[src/rtl/sum_stage.sv]
// sum_stage: per-row accumulate stage between the PE multiply stage and the
// psum-pack stage. Each accepted beat adds the signed multiplier sum to either
// the incoming psum (first beat) or the row accumulator. The active width is
// D8 or D16, and the add saturates or wraps. The last beat of an accumulation
// registers one result beat for the downstream stage.
//
// Handshake (both sides): a producer raises rdy with its data held stable, and
// the consumer raises ack in the same cycle to take it. The transfer happens on
// the clock edge where rdy && ack are both high. On the output side o_SS_rdy
// stays high and o_psum/o_ovf/o_beats/o_SSpipe stay frozen until i_SS_ack.
module sum_stage #(
  parameter int PEROW   = 3,
  parameter int DWD     = 8,
  parameter int PSUMDWD = 16,
  parameter int ASUMDWD = 12,
  parameter int PPW     = 8,
  parameter int CNTW    = 6
) (
  input  logic                              i_clk,
  input  logic                              i_rst,
  input  logic                              i_MS_rdy,
  output logic                              o_MS_ack,
  input  logic [4+PPW-1:0]                  i_pipe,
  input  logic [PEROW-1:0][PSUMDWD-1:0]     i_psum,
  input  logic [PEROW-1:0][ASUMDWD-1:0]     i_sum,
  output logic                              o_SS_rdy,
  input  logic                              i_SS_ack,
  output logic [PEROW-1:0][PSUMDWD-1:0]     o_psum,
  output logic                              o_ovf,
  output logic [CNTW-1:0]                   o_beats,
  output logic [PPW-1:0]                    o_SSpipe
);

  localparam logic [PSUMDWD-1:0] MAX16   = {1'b0, {(PSUMDWD-1){1'b1}}};
  localparam logic [PSUMDWD-1:0] MIN16   = {1'b1, {(PSUMDWD-1){1'b0}}};
  localparam logic [DWD-1:0]     MAX8    = {1'b0, {(DWD-1){1'b1}}};
  localparam logic [DWD-1:0]     MIN8    = {1'b1, {(DWD-1){1'b0}}};
  localparam logic [CNTW-1:0]    CNT_MAX = {CNTW{1'b1}};
  localparam logic [CNTW-1:0]    CNT_ONE = {{(CNTW-1){1'b0}}, 1'b1};

  // Control fields carried with each beat.
  logic           psum_mode;   // 1 = D16, 0 = D8
  logic           acc_first;
  logic           acc_last;
  logic           sat_en;
  logic [PPW-1:0] ssppctl;

  assign psum_mode = i_pipe[PPW+3];
  assign acc_first = i_pipe[PPW+2];
  assign acc_last  = i_pipe[PPW+1];
  assign sat_en    = i_pipe[PPW];
  assign ssppctl   = i_pipe[PPW-1:0];

  logic [PEROW-1:0][PSUMDWD-1:0] acc_reg;
  logic                          ovf_acc;
  logic [CNTW-1:0]               beat_cnt;

  logic [PEROW-1:0][PSUMDWD-1:0] row_res;
  logic [PEROW-1:0]              row_ovf;
  logic                          acc;
  logic                          ovf_next;
  logic [CNTW-1:0]               cnt_next;

  // A beat is taken when the output slot is free or being emptied this cycle;
  // nothing is taken while reset is held.
  assign acc      = i_MS_rdy && (!o_SS_rdy || i_SS_ack) && !i_rst;
  assign o_MS_ack = acc;

  assign ovf_next = (acc_first ? 1'b0 : ovf_acc) | (|row_ovf);
  assign cnt_next = acc_first ? CNT_ONE :
                    (beat_cnt == CNT_MAX) ? beat_cnt : beat_cnt + CNT_ONE;

  for (genvar g = 0; g < PEROW; g++) begin : g_row
    logic [PSUMDWD-1:0] base;
    logic [PSUMDWD:0]   sum_ext;
    logic [PSUMDWD:0]   t16;
    logic [DWD:0]       t8;
    logic [DWD-1:0]     r8;

    assign base    = acc_first ? i_psum[g] : acc_reg[g];
    assign sum_ext = {{(PSUMDWD+1-ASUMDWD){i_sum[g][ASUMDWD-1]}}, i_sum[g]};
    // One guard bit above the active width catches any overflow of the add.
    assign t16     = {base[PSUMDWD-1], base} + sum_ext;
    assign t8      = {base[DWD-1], base[DWD-1:0]} + sum_ext[DWD:0];

    // Select the active width, detect overflow, then clamp or wrap.
    always_comb begin
      row_res[g] = '0;
      row_ovf[g] = 1'b0;
      r8         = '0;
      if (psum_mode) begin
        row_ovf[g] = t16[PSUMDWD] ^ t16[PSUMDWD-1];
        if (row_ovf[g] && sat_en) row_res[g] = t16[PSUMDWD] ? MIN16 : MAX16;
        else                      row_res[g] = t16[PSUMDWD-1:0];
      end else begin
        row_ovf[g] = t8[DWD] ^ t8[DWD-1];
        if (row_ovf[g] && sat_en) r8 = t8[DWD] ? MIN8 : MAX8;
        else                      r8 = t8[DWD-1:0];
        row_res[g] = {{(PSUMDWD-DWD){r8[DWD-1]}}, r8};
      end
    end
  end

  // Accumulator, sticky overflow and beat counter advance on every accepted beat.
  always_ff @(posedge i_clk or posedge i_rst) begin
    if (i_rst) begin
      acc_reg  <= '0;
      ovf_acc  <= 1'b0;
      beat_cnt <= '0;
    end else if (acc) begin
      acc_reg  <= row_res;
      ovf_acc  <= ovf_next;
      beat_cnt <= cnt_next;
    end
  end

  // Output slot: load on an accepted last beat, otherwise drain on ack.
  always_ff @(posedge i_clk or posedge i_rst) begin
    if (i_rst) begin
      o_SS_rdy <= 1'b0;
      o_psum   <= '0;
      o_ovf    <= 1'b0;
      o_beats  <= '0;
      o_SSpipe <= '0;
    end else if (acc && acc_last) begin
      o_SS_rdy <= 1'b1;
      o_psum   <= row_res;
      o_ovf    <= ovf_next;
      o_beats  <= cnt_next;
      o_SSpipe <= ssppctl;
    end else if (i_SS_ack) begin
      o_SS_rdy <= 1'b0;
    end
  end

endmodule

[config.mk]
export PLATFORM = sky130hd
export DESIGN_NAME = sum_stage
export DESIGN_NICKNAME = d
export VERILOG_FILES = /design/src/rtl/sum_stage.sv
export SDC_FILE = /design/constraint.sdc
export NUM_CORES = 1
export LEC_CHECK = 0
export ABC_AREA = 1
export BUFFER_PORTS_ARGS = -buffer_cell sky130_fd_sc_hd__buf_2
export CAP_MARGIN = 20
export CORE_MARGIN = 2
export CORE_UTILIZATION = 55
export DETAILED_ROUTE_END_ITERATION = 8
export PLACE_DENSITY = 0.78
export SYNTH_ARGS = -nofsm -noshare
export SYNTH_HDL_FRONTEND = slang
export SYNTH_SLANG_ARGS = --single-unit
[constraint.sdc]
create_clock -name i_clk -period 10.9 [get_ports i_clk]
set_input_delay 2.725 -clock i_clk [delete_from_list [all_inputs] [get_ports i_clk]]
set_output_delay 2.725 -clock i_clk [all_outputs]
set_load 0.02 [all_outputs]
Yosys cells after proc, flatten, opt, wreduce, memory -nomap -nowiden

Cells that the tools add are included.

Bits in registers: 119
Latch bits: 0
RAM bits: 0
ROM bits: 0
Input bits: 100
Output and inout bits: 65
Word-level logic and storage cells: 67
Memories: 0

$add $sub $neg: 7
Multiply operators: 0
Div/mod/pow operators: 0
Magnitude comparators: 0
Equality and inequality tests: 1
Shift operators: 0
Mux-type cells: 26
Bitwise operators: 7
Reduce and logical (&&, ||, !) cells: 14

Operators by type and width:

| kind                                                           | number |
|---|---|
| 16-bit 2-to-1 mux                                              | 12 |
| 16-bit by 12-bit adder with 17-bit output                      | 3 |
| 8-bit 2-to-1 mux                                               | 6 |
| 9-bit adder                                                    | 3 |
| 6-bit 2-to-1 mux                                               | 2 |
| 1-bit logical AND                                              | 9 |
| 6-bit by 1-bit adder with 6-bit output (second input constant) | 1 |
| 6-bit equality test (second input constant)                    | 1 |
| 1-bit 2-to-1 mux                                               | 6 |
| 1-bit XOR                                                      | 6 |
| 3-bit OR reduction                                             | 1 |
| 1-bit zero test                                                | 2 |
| 2-bit nonzero test                                             | 1 |
| 1-bit logical OR                                               | 1 |
| 1-bit bitwise OR                                               | 1 |

Depth between registers and ports, before layout

Depth in word-level cells: 6
Mapped depth: 23
Mapped depth without buffers: 20

Least setup slack after synthesis

No wires, ideal clock.

Path type: input to output
Start point: in i_rst
End point: out o_MS_ack
Data arrival time: 6.224 ns
Required time: 8.175 ns
Path slack: 1.951 ns
Stages: 5
Path buffers: 2
Cells stage by stage: inv_1 nand3_1 inv_1 clkbuf_1 buf_2

Cells in the longest elaborated chain, start to end: 2

Ends and longest elaborated chain:

| item                      | RTL line | source |
|---|---|---|
| from (decl)               | 20       | `input logic i_rst,` |
| 1-bit zero test (no line) | n/a      |  |
| 1-bit logical AND         | 66       | `assign acc = i_MS_rdy && (!o_SS_rdy \|\| i_SS_ack) && !i_rst;` |
| to (decl)                 | 22       | `output logic o_MS_ack,` |

No other way between the ends.

Final worst setup path

Ends and elaborated chain as after synthesis.

==> run_results.csv <==
group,metric,value,unit
run_status,status,"finished, final reports clean",
grt,grt_max_degree,74,
timing,tns,0,ps
timing,hold_viol_final,0,
critical_path,r2r_cells,18,
placement,portBuffers,164,
drt,wl,22.7,mm
grt,overflow,0,
timing,worst_slew_pin_slew,776,ps
timing,setup_ws,4330,ps
critical_path,crit_start,"i_rst",
grt,antenna_found_initial,1,
die,initial_utilization,56.3,%
die,core-area,15300,µm²
synth,synth_fp_nets,1438,
synth,yosysMostFrequentCell,"nand2_1",
synth,synth_enable_flop_cells,0,
critical_path,worstPathRequired,8180,ps
die,rows,45,
power_and_ir_drop,p_leak,5.78,nW
timing,holdWs,474,ps
synth,synth_area_leaders,"dfrtp_1 35%, nand2_1 26%, ha_1 7.1%, nand3_1 5.8%, o21ai_0 5.7%",
critical_path,r2r_start,"acc_reg[0]$_DFFE_PP0P_",
drt,drt-pass1-iter-count,6,
grt,globalRouteMet3Util,4.82,%
drt,viasPerCell,5.21,
power_and_ir_drop,p_per_area,215,nW/µm²
timing,relSlewSlack,48.3,%
timing,max_freq,152,MHz
clocking,clk_path_buf_depth,2,
die,fp.dieW,129,µm
die,pin_count,165,
finish,drive_gt1_share,15.3,%
synth,seq_area_frac_synth,34.7,%
finish,nNetsFinal,1581,
synth,synth_warnings,0,
clocking,cts_tree,"yes",
clocking,cts_resized,0,
clocking,clock-sinks,119,
finish,syn_to_final_growth,17.3,%
synth,syn_area_per_cell,6.68,µm²
critical_path,worst_path_max_delay_cell,"inv_4",
drt,drt_first_iter_violations,434,
critical_path,cp_max_fo,39,
grt,grt_pass1_vias,7884,
hold_path,min_delay_worst_endpoint,"o_psum[4]$_DFFE_PP0P_",
timing,min_period_over_period,60.2,%
clocking,clk_latency,420,ps
timing,finClkSkew,5.78,ps
critical_path,cp_data_arrival_time,3840,ps
synth,syn_inst,1286,
clocking,cts_made_buffers,17,
clocking,h-tree-depth,4,
clocking,cts-root-buf,"clkbuf_16",
drt,vias,8608,
timing,min_period,6570,ps
clocking,cts.reportedPaths.clkPinSlew,60,ps
synth,ys.flop_type,"dfrtp_1",
placement,gp_congestion,0.942,
drt,remaining_drc_errors,0,
hold_path,hp-class,"flip-flop to flip-flop",
synth,synth_top_area_share,34.7,%
synth,synth_area_leader_cell,"dfrtp_1",
die,die_area,16600,µm²
drt,routedWlPerCell,13.7,µm
critical_path,end_kind,"output pin",
synth,synth_common_cells,"586 x nand2_1, 119 x dfrtp_1, 104 x inv_1",
finish,diodes,0,
synth,ys_async_sr_fraction,100,%
synth,ys_ff_latch,119,
critical_path,max_stage_delay,340,ps
drt,ant_nets,0,
hold_path,worstHoldStart,"o_psum[4]$_DFFE_PP0P_",
timing,slew_violations,0,
critical_path,cp-start-kind,"input port",
critical_path,r2r_end,"acc_reg[3]$_DFFE_PP0P_",
grt,busiest_layer,"met2",
critical_path,crit_path_frequent_cell,"buf_2",
power_and_ir_drop,peakVddDrop,0.118,mV
run,maxCapViolations,0,
critical_path,crit_chain,"buf_2, inv_4, nand3_1, buf_4, inv_2, buf_2",
timing,setup_viol,0,
grt,grt_use_met1,39.0,%
grt,grt_use_total,28.0,%
critical_path,reg2reg_slack,7960,ps
timing,rsz0062_at_grt,"false",
grt,grt_first_pass_wirelength,37.1,mm
synth,syn_area,8590,µm²
hold_path,holdPathStages,2,
placement,pre_cts_slack,4320,ps
clocking,ctsHoldBuffers,0,
placement,dp_hpwl,16.1,mm
synth,synthDistinctLibCells,36,
critical_path,path_class,"input port to output pin",
die,die_height,129,µm
grt,gr-usage-met2,45.3,%
clocking,cts_setup_buffers,0,
finish,fill_cells,1406,
==> where the power goes <==
group | internal [mW] | switching (mW)
Clock | 0.327 | 0.227
Sequential | 0.578 | 0.0659
Combinational | 0.338 | 0.632
==> cell families after synthesis <==
family / share of synthesized area (%)
simple gates: 35.4
flops: 34.7
compound gates: 9.96
xor+xnor: 4.78
fa+ha+maj: 7.83
buf+inv: 7.43
==> metal layers <==
layer  up-vias  share of wire [%]  routed length, µm
met1      3898                 47              10600
met2       288                 45              10200
met3        31                6.6               1490
li1       4389                  -                  -
met5         -              0.049                 11
met4         2                1.5                335
==> layout by cell type, fill, tap and decap left out, drive strengths merged <==
cell / instances
or2: 7
o21bai: 3
nand3: 100
nand2: 594
xnor2: 24
a31oi: 13
bufinv: 1
and3: 5
fa: 3
o31ai: 1
and2: 5
clkinvlp: 1
a21oi: 38
clkbuf: 19
ha: 49
o211ai: 2
dfrtp: 119
nand4: 2
inv: 111
xor2: 22
nand3b: 2
o21ai: 104
buf: 172
clkinv: 5
nor2: 39
nor3: 1
==> worst max path at each step <==
stage | end | slack [ps] | cells past startpoint
after floorplan | o_MS_ack | 1950 | 5
after global placement | o_MS_ack | 4320 | 6
after detailed placement | o_MS_ack | 4320 | 6
after CTS | o_MS_ack | 4320 | 6
after global routing | o_MS_ack | 4190 | 6
final | o_MS_ack | 4330 | 6
==> stage by stage <==
stage	util (%)	cell area, µm²	std cells	power (mW)
after floorplan	-	8590	1286	1.37
after global placement	62.3	9500	1621	1.59
after detailed placement	62.3	9500	1621	1.61
after CTS	66.1	10100	1653	2.17
after global routing	66.1	10100	1653	2.34
final	66.1	10100	1653	2.17
==> final cells by class <==
cell class                 count  area (µm²)  area share (%)
clock buffer                  19         443            4.39
timing repair buffer         172         881            8.74
multi-input combinational   1014        4980            49.4
inverter                     105         397            3.94
clock inverter                13         136            1.35
sequential                   119        2980            29.5
tap                          211         264            2.62
==> critical path, delay by kind of cell <==
kind / cells / cell delay [ps]
buffers and inverters: 5 / 960
and+or+nand+nor: 1 / 130
No activity file was read; power rests on OpenSTA's default activity.
